===== config.mk =====
export PLATFORM = sky130hd
export DESIGN_NAME = lwe_decrypt_stream
export DESIGN_NICKNAME = d
export VERILOG_FILES = /design/src/rtl/lwe_pkg.sv /design/src/rtl/lwe_mac_mod.sv /design/src/rtl/lwe_decrypt_stream.sv
export SDC_FILE = /design/constraint.sdc
export NUM_CORES = 1
export LEC_CHECK = 0
export ABC_CLOCK_PERIOD_IN_PS = 6600
export CORE_MARGIN = 3
export CORE_UTILIZATION = 35
export CTS_CLUSTER_DIAMETER = 200
export DETAILED_ROUTE_END_ITERATION = 8
export PLACE_DENSITY_LB_ADDON = 0.1
export SLEW_MARGIN = 20
export SYNTH_ARGS = -nofsm -noshare
export SYNTH_HDL_FRONTEND = slang
export SYNTH_SLANG_ARGS = --single-unit
export TNS_END_PERCENT = 10

===== constraint.sdc =====
create_clock -name clk -period 6.6 [get_ports clk]
set_input_delay 1.98 -clock clk [delete_from_list [all_inputs] [get_ports clk]]
set_output_delay 1.98 -clock clk [all_outputs]
set_load 0.05 [all_outputs]

===== src/rtl/lwe_pkg.sv =====
// Shared types and scaling helpers for the streaming LWE decrypt engine.
package lwe_pkg;

    // ACC while collecting a[] elements, FIN while waiting for b
    typedef enum logic {
        ACC = 1'b0,
        FIN = 1'b1
    } lwe_state_e;

    // Right shift that maps a value mod q onto the plaintext grid
    function automatic int scale_shift(input int cw, input int pw);
        return cw - pw;
    endfunction

    // Half a plaintext step, added before the shift to round to nearest
    function automatic int round_half(input int cw, input int pw);
        return 1 << (cw - pw - 1);
    endfunction

    // q/(4p): residual magnitude at which the noise flag raises
    function automatic int noise_bound(input int cw, input int pw);
        return 1 << (cw - pw - 2);
    endfunction

    // Values for the default widths (CW=10, PW=6)
    localparam int SCALE_SHIFT = scale_shift(10, 6);
    localparam int ROUND_HALF  = round_half(10, 6);
    localparam int NOISE_BOUND = noise_bound(10, 6);

endpackage


===== src/rtl/lwe_mac_mod.sv =====
// Combinational multiply-accumulate mod 2**CW.
module lwe_mac_mod #(
    parameter int CW = 10
) (
    input  logic [CW-1:0] i_acc,
    input  logic [CW-1:0] i_a,
    input  logic [CW-1:0] i_s,
    output logic [CW-1:0] o_acc
);

    // Only the low CW bits of the full product survive the modulus, so the
    // multiply is evaluated directly at CW bits.
    always_comb begin
        o_acc = i_acc + i_a * i_s;
    end

endmodule


===== src/rtl/lwe_decrypt_stream.sv =====
// Streaming LWE decryption: a[0..n-1] then b per ciphertext, one beat each,
// result through a single-entry valid/ready output register.
// Optional feature: define NOISE_CHECK_EN to drive pt_noise from the
// rounding residual; otherwise pt_noise is constant 0.
import lwe_pkg::*;

module lwe_decrypt_stream #(
    parameter int PLAINTEXT_WIDTH  = 6,
    parameter int CIPHERTEXT_WIDTH = 10,
    parameter int DIMENSION        = 4,
    localparam int AW = (DIMENSION > 1) ? $clog2(DIMENSION) : 1
) (
    input  logic                        clk,
    input  logic                        rst,
    input  logic                        key_we,
    input  logic [AW-1:0]               key_addr,
    input  logic [CIPHERTEXT_WIDTH-1:0] key_data,
    output logic                        key_ready,
    input  logic                        ct_valid,
    output logic                        ct_ready,
    input  logic [CIPHERTEXT_WIDTH-1:0] ct_data,
    output logic                        pt_valid,
    input  logic                        pt_ready,
    output logic [PLAINTEXT_WIDTH-1:0]  pt_data,
    output logic                        pt_noise
);

    localparam int CW = CIPHERTEXT_WIDTH;
    localparam int PW = PLAINTEXT_WIDTH;
    localparam int IW = $clog2(DIMENSION + 1);
    localparam int SS = scale_shift(CW, PW);
    localparam logic [CW:0]   RH   = (CW+1)'(round_half(CW, PW));
    localparam logic [IW-1:0] LAST = IW'(DIMENSION - 1);

    logic [CW-1:0] r_key [DIMENSION];
    logic [IW-1:0] r_idx;
    logic [CW-1:0] r_acc;
    lwe_state_e    r_state;
    logic          r_pt_valid;
    logic [PW-1:0] r_pt_data;

    lwe_state_e    w_state_nxt;
    logic [IW-1:0] w_idx_nxt;
    logic [CW-1:0] w_acc_nxt;
    logic [CW-1:0] w_key_sel;
    logic [CW-1:0] w_mac;
    logic          w_beat;
    logic          w_fin_beat;
    logic          w_key_wr;
    logic [CW-1:0] w_diff;
    logic [CW:0]   w_sum;
    logic [PW-1:0] w_pt;

    assign key_ready  = (r_idx == '0);
    assign ct_ready   = (r_state == ACC) || !r_pt_valid || pt_ready;
    assign w_beat     = ct_valid && ct_ready;
    assign w_fin_beat = w_beat && (r_state == FIN);
    assign w_key_wr   = key_we && key_ready && (int'(key_addr) < DIMENSION);

    // Rounding: the add runs at CW+1 bits so a diff near q carries out and wraps to 0
    assign w_diff = ct_data - r_acc;
    assign w_sum  = {1'b0, w_diff} + RH;
    assign w_pt   = PW'(w_sum >> SS);

    // Key entry for the current beat; FIN has no key and selects 0
    always_comb begin
        w_key_sel = '0;
        for (int i = 0; i < DIMENSION; i++)
            if (r_idx == IW'(i)) w_key_sel = r_key[i];
    end

    lwe_mac_mod #(.CW(CW)) u_mac (
        .i_acc (r_acc),
        .i_a   (ct_data),
        .i_s   (w_key_sel),
        .o_acc (w_mac)
    );

    // Next state: accumulate a[] in ACC, consume b in FIN and restart
    always_comb begin
        w_state_nxt = r_state;
        w_idx_nxt   = r_idx;
        w_acc_nxt   = r_acc;
        case (r_state)
            ACC: if (w_beat) begin
                w_acc_nxt = w_mac;
                w_idx_nxt = r_idx + 1'b1;
                if (r_idx == LAST) w_state_nxt = FIN;
            end
            FIN: if (w_beat) begin
                w_acc_nxt   = '0;
                w_idx_nxt   = '0;
                w_state_nxt = ACC;
            end
            default: w_state_nxt = ACC;
        endcase
    end

    // State, beat counter and accumulator registers
    always_ff @(posedge clk or posedge rst) begin
        if (rst) begin
            r_state <= ACC;
            r_idx   <= '0;
            r_acc   <= '0;
        end else begin
            r_state <= w_state_nxt;
            r_idx   <= w_idx_nxt;
            r_acc   <= w_acc_nxt;
        end
    end

    // Key file; writes only between ciphertexts so a running sum sees one key
    always_ff @(posedge clk or posedge rst) begin
        if (rst) begin
            for (int i = 0; i < DIMENSION; i++) r_key[i] <= '0;
        end else begin
            for (int i = 0; i < DIMENSION; i++)
                if (w_key_wr && key_addr == AW'(i)) r_key[i] <= key_data;
        end
    end

    // Output buffer: a FIN beat reloads, otherwise a handshake drains it
    always_ff @(posedge clk or posedge rst) begin
        if (rst) begin
            r_pt_valid <= 1'b0;
            r_pt_data  <= '0;
        end else if (w_fin_beat) begin
            r_pt_valid <= 1'b1;
            r_pt_data  <= w_pt;
        end else if (pt_ready) begin
            r_pt_valid <= 1'b0;
        end
    end

    assign pt_valid = r_pt_valid;
    assign pt_data  = r_pt_data;

`ifdef NOISE_CHECK_EN
    logic [CW-1:0] w_resid;
    logic [CW-1:0] w_resid_abs;
    logic          w_noise;
    logic          r_pt_noise;

    assign w_resid     = w_diff - {w_pt, {SS{1'b0}}};
    assign w_resid_abs = w_resid[CW-1] ? (~w_resid + 1'b1) : w_resid;
    assign w_noise     = (w_resid_abs >= CW'(noise_bound(CW, PW)));

    // Noise flag travels with the plaintext it describes
    always_ff @(posedge clk or posedge rst) begin
        if (rst)             r_pt_noise <= 1'b0;
        else if (w_fin_beat) r_pt_noise <= w_noise;
    end

    assign pt_noise = r_pt_noise;
`else
    assign pt_noise = 1'b0;
`endif

endmodule


==> qor.yml <==
syn_area_per_cell_um2: 10.0
synth.most_common_cell: "nand2_1"
grt_max_degree: 62
synth-seq-cells: 61
ys_async_sr_fraction: 1.00
ys_top_cells_by_count: "76 x nand2_1, 69 x inv_1, 61 x dfrtp_1, 48 x ha_1, 40 x mux2_2"
routabilityCongestion: 0.810
die_area_mm2: 0.0153
grt_use_total: 0.162
min_path_type: "reg2reg"
syn_to_final_growth_pct: 22.3
clockBufferDepth: 2
nNetsFinal: 653
overflow: 0
finalCriticalPeriod_ns: 6.33
start_util: 0.362
hold_violations: 0
post-place-ws_ns: -0.351
cp.required_ns: 6.83
period_share: 0.960
ys_warn_count: 0
coreArea_mm2: 0.0134
cts_tree: "yes"
drt_iter0_drc: 126
grt_pass1_wl_um: 18700
root_buffer: "clkbuf_16"
synthFlopType: "dfrtp_1"
setup_ws_ns: 0.266
drc: 0
crit_type: "in2reg"
worstSetupStartpointType: "input port"
finalWirelength_um: 11100
worst_slew_pin_slew_ns: 1.11
clock_skew_ns: 0.00659
arrival_ns: 6.57
rows: 42
dp_hpwl_um: 8740
cts_sinks: 61
syn_nets: 590
htree_levels: 3
cts_made_buffers: 9
max-slew-margin-rel: 0.258
wl_per_cell_um: 15.3
status: "completed"
synth_edf_count: 0
yosysSeqAreaShare: 0.314
yosysUniqueCellTypes: 47
clkTransAtPathRegs_ns: 0.06
netlist.area_leader.share: 0.314
setup_violations: 0
routed-via-count: 3390
ant_nets: 0
firstDrtPassIters: 4
maxCapViolations: 0
ios: 37
die-height_um: 124
holdBufCountCts: 0
antenna_found_initial: 0
num_antenna_cells: 0
grt_pass1_vias: 3662
die_x_um: 124
io_buffers: 35
drive_gt1_frac: 0.185
fill_cells: 1332
syn_inst: 485
rsz0062_at_grt: "false"
yosysTopAreaCell: "dfrtp_1"
max_freq_mhz: 158
vias_per_cell: 4.66
final_core_util: 0.443
cp-end-kind: "flip-flop"
slew_viol_final: 0
worstPathMaxFanout: 5
synth_area_leaders: "dfrtp_1 31%, fa_1 12%, ha_1 12%, mux2_2 9.3%, nand2_1 5.9%"
netlist_area_mm2: 0.00486
r2r_slack_ns: 0.43
worstSkewPairLatency_ns: 0.33
-- sequential cells by signal, indices dropped and copies added, names as in the netlist --
signal,cells
r_state,1
pt_valid,1
r_acc,10
r_idx,3
pt_data,6
r_key,40
-- what timing repair did --
action                     4_1_cts  5_1_grt
resized for setup                0       15
setup endpoints to repair        0        1
buffers inserted                 0        0
-- final timing paths --
check / start / cells after the start / endpoint
worst max-delay path: ct_data[0] / 21 / r_acc[9]
worst min-delay path: r_acc[4] / 2 / r_acc[4]
worst max register to register: r_idx[1] / 21 / r_acc[9]
worst min register to register: r_acc[4] / 2 / r_acc[4]
max in group asynchronous: rst / 3 / r_key[35]
min in group asynchronous: rst / 3 / r_key[30]
-- critical path: stages --
cell             delay (ns)
clkdlybuf4s50_1        0.54
buf_4                  0.16
nand2_1                0.07
fa_1                   0.43
inv_1                  0.09
fa_2                   0.22
inv_1                  0.06
fa_1                   0.50
inv_1                  0.05
fa_1                   0.48
inv_1                  0.05
fa_1                   0.42
xor2_1                 0.16
xnor2_1                0.17
xnor2_1                0.15
xnor2_1                0.16
xnor2_1                0.16
xnor2_1                0.15
xnor3_1                0.25
xnor2_1                0.14
o31ai_2                0.16
-- per-layer routing --
| layer | vias up | share of wire | GRT usage | wire [um] |
|---|---|---|---|---|
| li1 | 1701 | - | - | - |
| met1 | 1632 | 0.47 | 0.209 | 5280 |
| met3 | 18 | 0.026 | 0.0291 | 286 |
| met5 | - | 0 | 0 | 0 |
| met2 | 39 | 0.48 | 0.276 | 5380 |
| met4 | 0 | 0.018 | 0.0498 | 205 |
-- cells by family after synthesis --
group,Yosys count,share of synthesized area
flip-flops,61,0.314
multiplexers,40,0.0927
adder cells (fa/ha/maj),78,0.247
AND/OR/NAND/NOR,129,0.123
AO/OA/AOI/OAI,64,0.0914
XOR/XNOR,31,0.0618
other,1,0.000772
buffers and inverters,81,0.0683
-- layout make-up --
type                    instances  area, um2  area share
multi-input cells             343       3020       0.508
clock buffers                  12        256      0.0432
inverters                      69        259      0.0436
flip-flops and latches         61       1530       0.257
repair buffers                 64        593      0.0999
well taps                     176        220      0.0371
clock inverters                 3       68.8      0.0116
-- metrics by stage --
step | hold WS, ns | std cells | area [um2] | TNS [ns]
floorplan | 0.449 | 485 | 4860 | 0
global placement | 0.462 | 713 | 5570 | -0.245
detailed placement | 0.475 | 713 | 5570 | -0.351
CTS | 0.487 | 728 | 5900 | 0
global route | 0.519 | 728 | 5940 | 0
finish | 0.480 | 728 | 5940 | 0
-- layout by cell type (no fill, tap or decap), types with 3 or more instances in the layout --
master	synthesis	routed
nand2b_1	5	5
o21ai_0	14	13
fa_2	0	3
clkdlybuf4s50_1	0	28
a21o_1	4	4
o21ai_2	3	3
ha_1	48	48
xnor2_1	23	23
fa_1	30	27
and2_1	17	17
dlymetal6s2s_1	0	7
buf_4	3	27
nor2_1	13	13
nand3b_1	7	7
xor2_1	5	5
clkbuf_16	0	9
inv_1	69	68
dfrtp_1	61	61
a211oi_1	6	5
nand2_1	76	76
a21oi_1	9	8
o21ai_1	9	10
mux2_2	40	40
a22o_1	4	4
Power is left out: the tool's default activity adds up to more than one toggle a clock period on the data nets, which glitch-free logic cannot reach.
